## src/rtl/display_scan_controller.sv

```systemverilog
// display_scan_controller: multiplexes four BCD digits onto a shared decoder and common-anode display
module display_scan_controller #(
    parameter int SCAN_DIV     = 50000,
    parameter int BLINK_FRAMES = 64
) (
    input  logic        clk,
    input  logic        reset_n,
    input  logic [15:0] digits_in,
    input  logic        display_en,
    input  logic        blink_en,
    input  logic [3:0]  blink_mask,
    input  logic        lz_blank,
    output logic [3:0]  anode_n,
    output logic [3:0]  bcd_out,
    output logic        frame_start
);
    localparam int PW = (SCAN_DIV > 1) ? $clog2(SCAN_DIV) : 1;
    localparam int BW = (BLINK_FRAMES > 1) ? $clog2(BLINK_FRAMES) : 1;

    logic [PW-1:0] prescaler;
    logic [1:0]    idx;
    logic [15:0]   shadow;
    logic [BW-1:0] blink_cnt;
    logic          blink_phase;
    logic          tick;
    logic          snap;
    logic [3:0]    d;
    logic [3:0]    anode_nx;
    logic [3:0]    bcd_nx;

    assign tick = prescaler == PW'(SCAN_DIV - 1);
    assign snap = tick && idx == 2'd3;

    // slot timing: prescaler wraps every SCAN_DIV cycles and steps the slot index
    always_ff @(posedge clk or negedge reset_n) begin
        if (!reset_n) begin
            prescaler <= '0;
            idx       <= 2'd0;
        end else begin
            prescaler <= tick ? '0 : prescaler + PW'(1);
            if (tick) idx <= idx + 2'd1;
        end
    end

    // frame snapshot at the end of the last slot keeps each frame tear-free; also paces blinking
    always_ff @(posedge clk or negedge reset_n) begin
        if (!reset_n) begin
            shadow      <= 16'h0000;
            blink_cnt   <= '0;
            blink_phase <= 1'b0;
            frame_start <= 1'b0;
        end else begin
            frame_start <= snap;
            if (snap) begin
                shadow <= digits_in;
                if (blink_cnt == BW'(BLINK_FRAMES - 1)) begin
                    blink_cnt   <= '0;
                    blink_phase <= ~blink_phase;
                end else begin
                    blink_cnt <= blink_cnt + BW'(1);
                end
            end
        end
    end

    // next anode/code for the current slot; blink and leading-zero suppression both show blank
    always_comb begin
        d        = shadow[{idx, 2'b00} +: 4];
        anode_nx = 4'b1111;
        bcd_nx   = 4'hA;
        if (display_en) begin
            anode_nx = ~(4'b0001 << idx);
            bcd_nx   = ((blink_en && blink_mask[idx] && blink_phase) ||
                        (lz_blank && idx == 2'd3 && d == 4'h0)) ? 4'hA : d;
        end
    end

    // registered outputs so anode and code change together, glitch-free
    always_ff @(posedge clk or negedge reset_n) begin
        if (!reset_n) begin
            anode_n <= 4'b1111;
            bcd_out <= 4'hA;
        end else begin
            anode_n <= anode_nx;
            bcd_out <= bcd_nx;
        end
    end
endmodule

```

## config.mk

```make
export PLATFORM = sky130hd
export DESIGN_NAME = display_scan_controller
export DESIGN_NICKNAME = d
export VERILOG_FILES = /design/src/rtl/display_scan_controller.sv
export SDC_FILE = /design/constraint.sdc
export NUM_CORES = 1
export LEC_CHECK = 0
export CORE_MARGIN = 2
export CORE_UTILIZATION = 53
export DETAILED_ROUTE_END_ITERATION = 8
export GPL_ROUTABILITY_DRIVEN = 0
export MAX_ROUTING_LAYER = met4
export PLACE_DENSITY = 0.85
export RECOVER_POWER = 25
export SYNTH_ARGS = -nofsm -noshare
export SYNTH_HDL_FRONTEND = slang
export SYNTH_SLANG_ARGS = --single-unit
```

## constraint.sdc

```tcl
create_clock -name clk -period 1.9 [get_ports clk]
set_input_delay 0.19 -clock clk [delete_from_list [all_inputs] [get_ports clk]]
set_output_delay 0.19 -clock clk [all_outputs]
set_load 0.03 [all_outputs]
```

==> load_flow_metrics.sql <==
INSERT INTO impl_metrics (metric_group, metric, value, unit) VALUES
('status', 'outcome', 'finished clean', ''),
('grt', 'initial_antenna_violation_count', '0', ''),
('critical_path', 'critPathLaunchType', 'flip-flop', ''),
('drt', 'vias_after_detailed_routing', '1702', ''),
('critical_path', 'worstPathRequired', '2.13', 'ns'),
('drt', 'drt-wirelength-per-cell', '14.4', 'um'),
('clock_network', 'cts_num_sinks', '50', ''),
('pwr', 'power.leakage', '0.00128', 'uW'),
('die', 'floorplan.die_area', '0.00494', 'mm^2'),
('clock_network', 'hold_buffers', '0', ''),
('grt', 'vias_in_the_first_global_route', '1661', ''),
('cells_and_area', 'design_area', '0.00289', 'mm^2'),
('die', 'initial_core_util', '54.2', '%'),
('grt', 'grt_max_degree', '51', ''),
('sta', 'achievable-frequency', '583', 'MHz'),
('clock_network', 'ctsHtreeMaxLevel', '2', ''),
('die', 'dieWidth', '70.3', 'um'),
('synthesis', 'dominantRegCellSynth', 'sky130_fd_sc_hd__dfrtp_1', ''),
('run', 'cap_violations', '0', ''),
('pwr', 'power.density_cell_area', '713', 'mW/mm^2'),
('sta', 'hold_viol', '0', ''),
('synthesis', 'synth.yosys.seq_area_share', '54.1', '%'),
('synthesis', 'synth_async_sr_flop_share', '100', '%'),
('placed_design', 'place_area', '0.00275', 'mm^2'),
('critical_path', 'critPathMaxFanout', '5', ''),
('grt', 'grt_use_total', '20.9', '%'),
('drt', 'drtPass1Iterations', '4', ''),
('sta', 'grt_setup_unrepaired', 'false', ''),
('critical_path', 'worst_r2r_startpoint', 'prescaler[0]$_DFF_PN0_', ''),
('sta', 'layout_min_cycle_time', '1.72', 'ns'),
('sta', 'setup_viol', '0', ''),
('clock_network', 'tritoncts.num_buffers', '5', ''),
('synthesis', 'number_of_unique_standard_cell_types_used_by_synthesis', '36', ''),
('synthesis', 'syn_avg_cell_area', '11.0', 'um^2'),
('synthesis', 'yosys_register_bits', '50', ''),
('grt', 'grt_pass1_wl', '7.85', 'mm'),
('synthesis', 'syn_inst', '212', ''),
('critical_path', 'timing.setup.critical_path_class', 'flip-flop to flip-flop', ''),
('synthesis', 'post_synth_main_area_contributors', 'sky130_fd_sc_hd__dfrtp_1 47%, sky130_fd_sc_hd__nand2_1 10%, sky130_fd_sc_hd__dfstp_2 6.8%', ''),
('critical_path', 'flop2flop_setup_slack', '0.18', 'ns'),
('die', 'rows', '24', ''),
('critical_path', 'rr_endpoint', 'prescaler[15]$_DFF_PN0_', ''),
('cells_and_area', 'antenna-diode-count', '0', ''),
('drt', 'viasPerCell', '5.53', ''),
('cells_and_area', 'final_layout_size_suffix_gt1_share', '12.5', '%'),
('clock_network', 'ctsRootBufferMaster', 'sky130_fd_sc_hd__clkbuf_8', ''),
('drt', 'drtIter0Drc', '139', ''),
('sta', 'fin_tns_setup', '0', 'ns'),
('clock_network', 'tritoncts', 'done', ''),
('die', 'die-height', '70.3', 'um'),
('placed_design', 'placement.io_buffers', '33', ''),
('cells_and_area', 'layout-area-overhead-vs-synth', '24.1', '%'),
('cells_and_area', 'num-fill-cells', '322', ''),
('synthesis', 'yosys_warnings', '0', ''),
('cells_and_area', 'layoutNonFillerInstCount', '308', ''),
('synthesis', 'yosysTopAreaCellShare', '47.3', '%'),
('synthesis', 'mappedNetlistNets', '243', ''),
('placed_design', 'dpl.cell_count', '300', ''),
('clock_network', 'clock_tree.buffer_depth', '2', ''),
('worst_hold_path', 'worst_hold_path_type', 'input pin to async pin', ''),
('synthesis', 'synth_enable_flop_cells', '0', ''),
('drt', 'routed_wl', '4.45', 'mm'),
('critical_path', 'worstPathArrival', '1.94', 'ns'),
('sta', 'postLayoutSetupSlackWorst', '0.184', 'ns'),
('placed_design', 'dpl_worst_slack', '0.149', 'ns'),
('critical_path', 'reg2regPathDepth', '6', ''),
('sta', 'finClkSkew', '0.0117', 'ns'),
('drt', 'drc', '0', ''),
('die', 'io_pins', '34', ''),
('synthesis', 'synthTopCellsByCount', '62 x sky130_fd_sc_hd__nand2_1, 44 x sky130_fd_sc_hd__dfrtp_1, 11 x sky130_fd_sc_hd__xnor2_1, 8 x sky130_fd_sc_hd__nand3_1', ''),
('sta', 'timing_worst_slew_pin_value', '1.18', 'ns');
[power breakdown]
| part | switching (uW) | total (uW) | internal [uW] |
|---|---|---|---|
| sequential | 0.755 | 1070 | 1070 |
| combinational | 37.1 | 88.3 | 51.2 |
| clock | 340 | 901 | 561 |
[critical path, stage by stage, from the launching register on]
cell and delay [ns]:
sky130_fd_sc_hd__dfrtp_1 0.43, sky130_fd_sc_hd__ha_1 0.28, sky130_fd_sc_hd__and3_1 0.23, sky130_fd_sc_hd__and4_1 0.23, sky130_fd_sc_hd__buf_4 0.16, sky130_fd_sc_hd__a41o_1 0.20
sky130_fd_sc_hd__mux2i_1 0.12
[cell type report]
cell class,instances,area (um^2),share of cell area (%)
multi-input combinational,152,1020,35.2
tap,52,65.1,2.25
sequential,50,1260,43.6
clock inverter,2,60.1,2.08
clock buffer,6,82.6,2.86
timing repair buffer,42,390,13.5
inverter,4,15.0,0.520
[what timing repair did]
item	CTS	global route
endpoints found under the setup margin	0	15
buffers inserted	0	0
resized for setup	0	1
[worst max path at each step]
stage,startpoint,to
2_1_floorplan,idx[0]$_DFFE_PN0N_,bcd_out[1]$_DFF_PN1_
3_3_place_gp,prescaler[7]$_DFF_PN0_,shadow[1]$_DFFE_PN0P_
3_5_place_dp,prescaler[0]$_DFF_PN0_,shadow[8]$_DFFE_PN0P_
4_1_cts,prescaler[0]$_DFF_PN0_,shadow[8]$_DFFE_PN0P_
5_1_grt,prescaler[0]$_DFF_PN0_,shadow[8]$_DFFE_PN0P_
6_report,prescaler[0]$_DFF_PN0_,prescaler[15]$_DFF_PN0_
[cells in the final DEF, fill, tap and decap left out, drive strengths merged, types with 4 or more instances in the layout]
cell type and n:
clkbuf 7, xnor2 11, nand4 7, mux4 5, inv 4, nand3 8, clkdlybuf4s50 32, nand2 62
and3 7, xor2 4, dfrtp 44, nor2 7, ha 6, dfstp 6, and4 7, buf 9
o21ai 4, and2 5
[state kept, by name, summed over array words and instances, names as in the netlist]
| register | cells |
|---|---|
| bcd_out | 4 |
| blink_phase | 1 |
| frame_start | 1 |
| blink_cnt | 6 |
| idx | 2 |
| shadow | 16 |
| prescaler | 16 |
| anode_n | 4 |
[routing by layer]
layer	vias up	GRT usage (%)	wire, um
met5	-	-	0
met4	0	6.41	69
met3	6	4.18	187
met2	40	33.1	2200
met1	835	27.6	1990
li1	821	-	-
[cell families (layout without fill, tap and decap cells)]
group | count (synthesis) | in the layout | share of synthesized area, %
mux | 7 | 7 | 6.18
compound gates | 12 | 12 | 3.44
xor+xnor | 15 | 15 | 5.64
flops | 50 | 50 | 54.1
simple gates | 112 | 112 | 25.1
fa+ha+maj | 6 | 6 | 3.23
buf+inv | 10 | 54 | 2.31
[stage by stage]
| step | utilization (%) | power (uW) |
|---|---|---|
| CTS | 67.3 | 2070 |
| global placement | 64.0 | 1180 |
| global route | 67.2 | 2120 |
| finish | 67.2 | 2060 |
| floorplan | - | 1100 |
| detailed placement | 64.0 | 1180 |
(Power assumes the default switching activity.)
